$ cat config.mk
export PLATFORM = sky130hd
export DESIGN_NAME = multicycle_control_unit
export DESIGN_NICKNAME = d
export VERILOG_FILES = /design/src/rtl/ctrl_pkg.sv /design/src/rtl/alu_op_decoder.sv /design/src/rtl/multicycle_control_unit.sv
export SDC_FILE = /design/constraint.sdc
export NUM_CORES = 1
export LEC_CHECK = 0
export CAP_MARGIN = 20
export CORE_UTILIZATION = 27
export DETAILED_ROUTE_END_ITERATION = 16
export HOLD_SLACK_MARGIN = 0.06
export PLACE_DENSITY_LB_ADDON = 0.1
export SYNTH_ARGS = -nofsm -noshare
export SYNTH_HDL_FRONTEND = slang
export SYNTH_HIERARCHICAL = 1
export SYNTH_SLANG_ARGS = --single-unit
$ cat constraint.sdc
create_clock -name clock -period 1.8 [get_ports clock]
set_input_delay 0.27 -clock clock [delete_from_list [all_inputs] [get_ports clock]]
set_output_delay 0.27 -clock clock [all_outputs]
set_load 0.1 [all_outputs]
$ cat src/rtl/ctrl_pkg.sv
// Shared encodings for the multicycle control unit: opcodes, functs,
// ALU operation codes, datapath mux selects and the two-round FSM state.
package ctrl_pkg;

    localparam logic [5:0] OP_RTYPE = 6'b000000;
    localparam logic [5:0] OP_LW    = 6'b100011;
    localparam logic [5:0] OP_SW    = 6'b101011;
    localparam logic [5:0] OP_J     = 6'b000010;
    localparam logic [5:0] OP_JAL   = 6'b000011;
    localparam logic [5:0] OP_ADDI  = 6'b001000;
    localparam logic [5:0] OP_NORI  = 6'b001110;
    localparam logic [5:0] OP_BLT   = 6'b000111;

    localparam logic [5:0] FN_ADD = 6'b100000;
    localparam logic [5:0] FN_SUB = 6'b100010;
    localparam logic [5:0] FN_AND = 6'b100100;
    localparam logic [5:0] FN_OR  = 6'b100101;
    localparam logic [5:0] FN_NOR = 6'b100111;
    localparam logic [5:0] FN_SLT = 6'b101010;
    localparam logic [5:0] FN_JR  = 6'b001000;

    localparam logic [4:0] ALU_AND = 5'b00000;
    localparam logic [4:0] ALU_OR  = 5'b00001;
    localparam logic [4:0] ALU_ADD = 5'b00010;
    localparam logic [4:0] ALU_SUB = 5'b00110;
    localparam logic [4:0] ALU_SLT = 5'b00111;
    localparam logic [4:0] ALU_NOR = 5'b01100;

    localparam logic [1:0] PCSRC_PC4    = 2'b00;
    localparam logic [1:0] PCSRC_JUMP   = 2'b01;
    localparam logic [1:0] PCSRC_BRANCH = 2'b10;
    localparam logic [1:0] PCSRC_REG    = 2'b11;

    localparam logic [1:0] SRCB_RD2     = 2'b00;
    localparam logic [1:0] SRCB_FOUR    = 2'b01;
    localparam logic [1:0] SRCB_IMM     = 2'b10;
    localparam logic [1:0] SRCB_IMM_SH2 = 2'b11;

    typedef enum logic {FIRST, SECOND} state_t;

endpackage

$ cat src/rtl/alu_op_decoder.sv
// ALU operation decode from opcode and funct.
// Latency: combinational. Backpressure: none.
// Unknown encodings fall back to add so the ALU output is always defined.
module alu_op_decoder
    import ctrl_pkg::*;
(
    input  logic [5:0] op,
    input  logic [5:0] funct,
    output logic [4:0] alu_control
);

    always_comb begin
        alu_control = ALU_ADD;
        case (op)
            OP_RTYPE: begin
                case (funct)
                    FN_ADD:  alu_control = ALU_ADD;
                    FN_SUB:  alu_control = ALU_SUB;
                    FN_AND:  alu_control = ALU_AND;
                    FN_OR:   alu_control = ALU_OR;
                    FN_NOR:  alu_control = ALU_NOR;
                    FN_SLT:  alu_control = ALU_SLT;
                    default: alu_control = ALU_ADD;
                endcase
            end
            OP_NORI: alu_control = ALU_NOR;
            OP_BLT:  alu_control = ALU_SUB;
            default: alu_control = ALU_ADD;
        endcase
    end

endmodule

$ cat src/rtl/multicycle_control_unit.sv
// Main control for the multicycle MIPS-subset datapath; lw/sw/blt use two rounds.
// Latency: outputs combinational from state and instr; state advances per clock.
// Backpressure: none; reset gates all write enables and aborts an in-flight second round.
module multicycle_control_unit
    import ctrl_pkg::*;
(
    input  logic        clock,
    input  logic        reset,
    input  logic [31:0] instr,
    output logic        PCWrite,
    output logic        IorD,
    output logic        IRWrite,
    output logic        secondRound,
    output logic        ALUSrcA,
    output logic [1:0]  ALUSrcB,
    output logic        ALUSrc,
    output logic [4:0]  ALUControl,
    output logic        alu4,
    output logic        alu3,
    output logic        alu2,
    output logic        alu1,
    output logic        alu0,
    output logic        regDst,
    output logic        regWriteEnable,
    output logic        memToReg,
    output logic        memWrite,
    output logic        branchEnable,
    output logic        jump,
    output logic        jumpReg,
    output logic [1:0]  PCSrc
);

    state_t     state;
    logic [5:0] op;
    logic [5:0] funct;
    logic [4:0] dec_alu;
    logic       two_round;
    logic       pc_we, ir_we, rf_we, mem_we, br_en;
    logic       unused_instr;

    assign op           = instr[31:26];
    assign funct        = instr[5:0];
    assign two_round    = (op == OP_LW) || (op == OP_SW) || (op == OP_BLT);
    assign unused_instr = ^instr[25:6];

    alu_op_decoder u_alu_dec (
        .op          (op),
        .funct       (funct),
        .alu_control (dec_alu)
    );

    always_ff @(posedge clock) begin
        if (reset)
            state <= FIRST;
        else if (state == FIRST && two_round)
            state <= SECOND;
        else
            state <= FIRST;
    end

    always_comb begin
        pc_we       = 1'b0;
        ir_we       = 1'b0;
        rf_we       = 1'b0;
        mem_we      = 1'b0;
        br_en       = 1'b0;
        IorD        = 1'b0;
        secondRound = 1'b0;
        ALUSrcA     = 1'b0;
        ALUSrcB     = SRCB_RD2;
        ALUControl  = dec_alu;
        regDst      = 1'b0;
        memToReg    = 1'b0;
        jump        = 1'b0;
        jumpReg     = 1'b0;
        PCSrc       = PCSRC_PC4;
        if (state == FIRST) begin
            case (op)
                OP_RTYPE: begin
                    pc_we = 1'b1;
                    case (funct)
                        FN_ADD, FN_SUB, FN_AND, FN_OR, FN_NOR, FN_SLT: begin
                            regDst = 1'b1;
                            rf_we  = 1'b1;
                        end
                        FN_JR: begin
                            PCSrc   = PCSRC_JUMP;
                            jumpReg = 1'b1;
                        end
                        default: ;
                    endcase
                end
                OP_ADDI, OP_NORI: begin
                    pc_we   = 1'b1;
                    rf_we   = 1'b1;
                    ALUSrcB = SRCB_IMM;
                end
                OP_J: begin
                    pc_we = 1'b1;
                    PCSrc = PCSRC_JUMP;
                end
                OP_JAL: begin
                    pc_we = 1'b1;
                    PCSrc = PCSRC_JUMP;
                    jump  = 1'b1;
                    rf_we = 1'b1;
                end
                OP_LW, OP_SW: ir_we = 1'b1;
                OP_BLT: begin
                    // Round 1 computes PC+4 + (imm<<2) and parks it in the branch latch.
                    ir_we      = 1'b1;
                    ALUSrcA    = 1'b1;
                    ALUSrcB    = SRCB_IMM_SH2;
                    ALUControl = ALU_ADD;
                    br_en      = 1'b1;
                end
                default: pc_we = 1'b1;
            endcase
        end else begin
            secondRound = 1'b1;
            pc_we       = 1'b1;
            case (op)
                OP_LW: begin
                    IorD     = 1'b1;
                    ALUSrcB  = SRCB_IMM;
                    memToReg = 1'b1;
                    rf_we    = 1'b1;
                end
                OP_SW: begin
                    IorD    = 1'b1;
                    ALUSrcB = SRCB_IMM;
                    mem_we  = 1'b1;
                end
                OP_BLT: PCSrc = PCSRC_BRANCH;
                default: ;
            endcase
        end
        PCWrite        = pc_we  && !reset;
        IRWrite        = ir_we  && !reset;
        regWriteEnable = rf_we  && !reset;
        memWrite       = mem_we && !reset;
        branchEnable   = br_en  && !reset;
    end

    assign ALUSrc = (ALUSrcB == SRCB_IMM);
    assign alu4   = ALUControl[4];
    assign alu3   = ALUControl[3];
    assign alu2   = ALUControl[2];
    assign alu1   = ALUControl[1];
    assign alu0   = ALUControl[0];

endmodule

==> results of run 1 <==
## timing repair
action	in CTS
gates resized for setup	67
setup buffers	8
endpoints found under the setup margin	24
hold buffers	0
pin swaps	12
hold endpoints to repair	0
## per-stage QoR
step / setup slack [ns] / TNS, ns
2_1_floorplan: -0.527 / -1.80
3_3_place_gp: -0.401 / -7.25
3_5_place_dp: -0.509 / -9.16
4_1_cts: -0.0607 / -0.121
## cells by family after synthesis
kind of cell | count (synthesis) | share of synthesized area
buf+inv | 11 | 0.139
compound gates | 9 | 0.131
mux | 1 | 0.0232
xor+xnor | 3 | 0.0541
simple gates | 44 | 0.603
flops | 1 | 0.0412
other cells | 1 | 0.00772
==> results.md, run 1 <==
| Stage | Parameter | Reported |
|---|---|---|
| logic synthesis | Number of synthesized flops with an enable pin | 0 |
| status | Outcome | aborted with a tool error |
| timing | Post-GRT worst EP | alu2 |
| logic synthesis | Cell count after synthesis | 70 |
| place | Placed Area | 0.00142 mm^2 |
| global route | Maximum number of pins on one net before global-route repair | 7 |
| logic synthesis | Async set-or-reset flop fraction in the synthesized netlist | 0 |
| logic synthesis | Synth top area share | 0.108 |
| floorplanning | Floorplan row count | 14 |
| place | Routability cong. | 0.792 |
| status | Err | [ERROR DPL-0033] detailed placement checks failed during check placement. |
| logic synthesis | Leading area contributor after synthesis | sky130_fd_sc_hd__buf_4 |
| logic synthesis | Register area share after synthesis | 0.0412 |
| logic synthesis | Count of state elements after synthesis | 1 |
| timing | Worst ep type | primary output |
| floorplanning | Number of ports placed on the die boundary | 61 |
| logic synthesis | Synth top area cells | sky130_fd_sc_hd__buf_4 11%, sky130_fd_sc_hd__nand3_1 8.2%, sky130_fd_sc_hd__and2_1 5.2%, sky130_fd_sc_hd__nor2b_1 5.2%, sky130_fd_sc_hd__nor2_1 4.6% |
| logic synthesis | Leading cell type by number of instances after synthesis | sky130_fd_sc_hd__nand3_1 |
| logic synthesis | Syn_nets | 104 |
| logic synthesis | Area of the mapped netlist | 485 um^2 |
| place | Count of buffers inserted at the top-level ports | 38 |
| floorplanning | Initial Utilization | 0.305 |
| floorplanning | Die extent in y | 44.4 um |
| logic synthesis | Number of distinct library cells after synthesis | 33 |
| place | DP Cell Count | 154 |
| global route | Antenna violations before repair | 0 |
| logic synthesis | Commonest cells post-synth | 8 x sky130_fd_sc_hd__nand3_1, 7 x sky130_fd_sc_hd__buf_4, 6 x sky130_fd_sc_hd__nor2_1 |
| floorplanning | Die width | 44.4 um |
| logic synthesis | Synthesis Warnings | 6 |
| status | Stage reached | global routing (5_1_grt) |
| logic synthesis | Synth Flop Type | sky130_fd_sc_hd__dfxtp_1 |
| place | Estimated wirelength of the detail-placed design | 1940 um |
| logic synthesis | Mapped Avg Cell Area | 6.94 um^2 |
==> run 2: changes to the inputs <==
Settings changed: CORE_AREA set to 2 2 63 65, CORE_UTILIZATION 27 to unset, DIE_AREA set to 0 0 65 67, HOLD_SLACK_MARGIN 0.06 to unset, PLACE_DENSITY_LB_ADDON 0.1 to 0.15.
==> run 2 against run 1 <==
- the flow now finishes, with violations (slew limit)
- synthesized cell count unchanged
- synthesized area unchanged
==> results.md, run 2 <==
| Stage | Parameter | Reported |
|---|---|---|
| detailed routing | Starting DRT DRC Count | 3 |
| power and ir drop | Switching power summed over all nets | 141 uW |
| timing | Fin Hold WS | 0.945 ns |
| logic synthesis | Leading cell type by number of instances after synthesis | sky130_fd_sc_hd__nand3_1 |
| clock tree | Insertion delay of the later-clocked pin in the worst-skew pair | 0 ns |
| timing | RSZ-0062 raised after global routing | false |
| global route | Residual overflow from global routing | 0 |
| timing | Worst-case headroom to the max-slew limit | -0.257 |
| setup path | Required arrival time at the worst endpoint | 1.53 ns |
| finish | Total number of nets in the final design | 169 |
| logic synthesis | Cell count after synthesis | 70 |
| logic synthesis | Synth top area cells | sky130_fd_sc_hd__buf_4 11%, sky130_fd_sc_hd__nand3_1 8.2%, sky130_fd_sc_hd__and2_1 5.2%, sky130_fd_sc_hd__nor2b_1 5.2%, sky130_fd_sc_hd__nor2_1 4.6% |
| detailed routing | Total via count after detailed routing | 738 |
| detailed routing | Vias per cell | 4.08 |
| global route | Antenna violations before repair | 0 |
| global route | Number of global-route vias before repair | 739 |
| power and ir drop | Clk network pwr share | 0 |
| logic synthesis | Leading area contributor after synthesis | sky130_fd_sc_hd__buf_4 |
| detailed routing | Total Routed Length | 1950 um |
| hold path | Hold/Removal Path Class | flip-flop to primary output |
| setup path | Slowest-stage cell, CP | sky130_fd_sc_hd__or3_4 |
| finish | Area occupied by multi-input gates | 566 um^2 |
| timing | Number of slew-limit violations in the final report | 1 |
| finish | Registers with the highest flip-flop counts | state: 1 flops |
| floorplanning | Floorplan row count | 22 |
| timing | Final Worst Setup Slack | 0.0503 ns |
| timing | Setup Skew | 0 ns |
| detailed routing | Wire length per cell | 10.8 um |
| timing | Final period utilization | 0.972 |
| place | DP Cell Count | 178 |
| run | Max_cap viols | 0 |
| timing | Worst-Margin Slew | 1.90 ns |
| setup path | Critical Setup Path Class | primary input to primary output |
| floorplanning | Die width | 65 um |
| floorplanning | Number of ports placed on the die boundary | 61 |
| detailed routing | DR DRC count | 0 |
| detailed routing | Number of optimization iterations in the first detailed-route pass | 3 |
| clock tree | Number of hold buffers added after CTS | 0 |
| finish | Register area | 23.8 um^2 |
| setup path | Type of element capturing the critical path | primary output |
| floorplanning | Area of the die | 0.00436 mm^2 |
| floorplanning | Die extent in y | 67 um |
| power and ir drop | Combinational power share | 0.917 |
| floorplanning | Initial Utilization | 0.135 |
| status | Outcome | finished, violations left |
| place | Count of buffers inserted at the top-level ports | 38 |
| power and ir drop | Peak supply drop | 0.0589 mV |
| power and ir drop | Switching share of power | 0.528 |
| power and ir drop | Relative contribution of sequential cells to total power | 0.083 |
| logic synthesis | Synth Flop Type | sky130_fd_sc_hd__dfxtp_1 |
| place | Routability cong. | 0.808 |
| detailed routing | Remaining antenna violation count | 0 |
| finish | Commonest non-fill, non-tap cells in the layout | 28 x sky130_fd_sc_hd__buf_4, 25 x sky130_fd_sc_hd__buf_12, 8 x sky130_fd_sc_hd__buf_2, 6 x sky130_fd_sc_hd__buf_6, 5 x sky130_fd_sc_hd__nand3_1 |
| floorplanning | Area of the core region | 0.00361 mm^2 |
| place | Worst-case setup slack after placement | -0.530 ns |
| setup path | Buffers plus inverters on the worst setup path | 3 |
| power and ir drop | Leakage dissipation | 0.638 nW |
| finish | Register with the highest flop count | state |
| timing | Hold violation total from the final report | 0 |
| finish | Layout Cells excl Fill | 181 |
| setup path | Depth of the worst register-to-register path | 5 |
| logic synthesis | Number of distinct library cells after synthesis | 33 |
| logic synthesis | Commonest cells post-synth | 8 x sky130_fd_sc_hd__nand3_1, 7 x sky130_fd_sc_hd__buf_4, 6 x sky130_fd_sc_hd__nor2_1 |
| logic synthesis | Area of the mapped netlist | 485 um^2 |
| setup path | Arrival time of data at the critical path endpoint | 1.48 ns |
| logic synthesis | Synthesis Warnings | 6 |
| place | Estimated wirelength of the detail-placed design | 1680 um |
| finish | Growth of design area from synthesis to finish | 212% |
| global route | Overall global routing resource usage | 0.0909 |
| setup path | Top fanout value on the critical path | 4 |
| power and ir drop | Pwr Density | 176 mW/mm^2 |
| setup path | Worst stage delay on the critical path | 0.37 ns |
| setup path | Family of cells with the greatest summed delay on the critical path | simple AND/OR/NAND/NOR gates |
| finish | Antenna fix cells | 0 |
| timing | Peak clock frequency supported by timing | 572 MHz |
| logic synthesis | Mapped Avg Cell Area | 6.94 um^2 |
| finish | Layout fillers | 368 |
| finish | Max reg flops | 1 |
| global route | Global-route wire length before repair | 3270 um |
| logic synthesis | Number of synthesized flops with an enable pin | 0 |
| setup path | Cells along the critical path | buf_2 -> buf_6 -> or3_4 -> and3b_2 -> and2_4 -> buf_12 |
| logic synthesis | Synth top area share | 0.108 |
| logic synthesis | Syn_nets | 104 |
| status | Failing checks | slew limit |
| setup path | Crit. path cell count | 6 |
| setup path | Startpoint type of the worst setup path | primary input |
| power and ir drop | Pint | 126 uW |
| timing | Final setup violation count | 0 |
| logic synthesis | Async set-or-reset flop fraction in the synthesized netlist | 0 |
| global route | Maximum number of pins on one net before global-route repair | 8 |
| logic synthesis | Count of state elements after synthesis | 1 |
| timing | Tmin final | 1.75 ns |
| logic synthesis | Register area share after synthesis | 0.0412 |
| finish | Most frequent standard cell in the layout excluding fill and tap cells | sky130_fd_sc_hd__buf_4 |
| hold path | Number of cells traversed by the worst hold path | 2 |
| finish | Proportion of layout cells with a drive suffix above 1 | 0.797 |
| clock tree | Worst-path clk slew | 0 ns |
==> run 2: cell counts after synthesis <==
No cell type changed its count.
==> run 2: metrics by stage <==
stage	area (um^2)	setup TNS (ns)	util	total power [mW]
after floorplan	602	-1.80	-	0.136
after global placement	1450	-8.28	0.401	0.254
after detailed placement	1450	-8.84	0.401	0.254
after CTS	1480	0	0.411	0.260
after global routing	1510	0	0.420	0.281
final	1510	0	0.420	0.267
==> run 2: cell type report <==
class | count | area share
repair buffers | 70 | 0.554
multi-input cells | 58 | 0.374
well taps | 48 | 0.0397
inverters | 4 | 0.0174
flip-flops and latches | 1 | 0.0157
==> run 2: path summary, 6_finish.rpt <==
| kind | startpoint | end | slack [ns] |
|---|---|---|---|
| hold / removal | state | secondRound | 0.94 |
| hold reg to reg | state | state | 1.01 |
| setup reg to reg | state | state | 0.68 |
| setup / recovery | instr[31] | ALUControl[0] | 0.05 |
==> run 2: cell families after synthesis <==
| family | Yosys count | share of synthesized area |
|---|---|---|
| AO/OA/AOI/OAI | 9 | 0.131 |
| XOR/XNOR | 3 | 0.0541 |
| buffers and inverters | 11 | 0.139 |
| flip-flops | 1 | 0.0412 |
| multiplexers | 1 | 0.0232 |
| other | 1 | 0.00772 |
| AND/OR/NAND/NOR | 44 | 0.603 |
==> run 2: timing repair <==
action	CTS	global route
setup buffers	4	0
pin swaps	11	9
endpoints found under the setup margin	25	13
resized for setup	61	12
==> run 2: worst reg2reg max path, cell delays in order (launching register included) <==
cell                      delay, ns
sky130_fd_sc_hd__dfxtp_4       0.34
sky130_fd_sc_hd__buf_4         0.17
sky130_fd_sc_hd__nor2b_2       0.15
sky130_fd_sc_hd__o21ai_1       0.16
sky130_fd_sc_hd__buf_4         0.17
sky130_fd_sc_hd__nor2_1        0.06
==> run 2: layer usage <==
| metal | track usage | part of all wire | vias to the layer above |
|---|---|---|---|
| met5 | 0 | 0 | - |
| met4 | 0 | 0 | 0 |
| met3 | 0.0118 | 0.072 | 0 |
| met2 | 0.174 | 0.53 | 23 |
| met1 | 0.114 | 0.40 | 344 |
| li1 | - | - | 371 |
==> run 2: power groups by stage <==
stage / logic (mW) / clock network [mW] / registers [mW]
after CTS: 0.238 / 0 / 0.0220
after floorplan: 0.111 / 0 / 0.0245
final: 0.245 / 0 / 0.0221
after global placement: 0.232 / 0 / 0.0219
after global routing: 0.259 / 0 / 0.0221
after detailed placement: 0.232 / 0 / 0.0220
No activity file was read; power rests on OpenSTA's default activity.
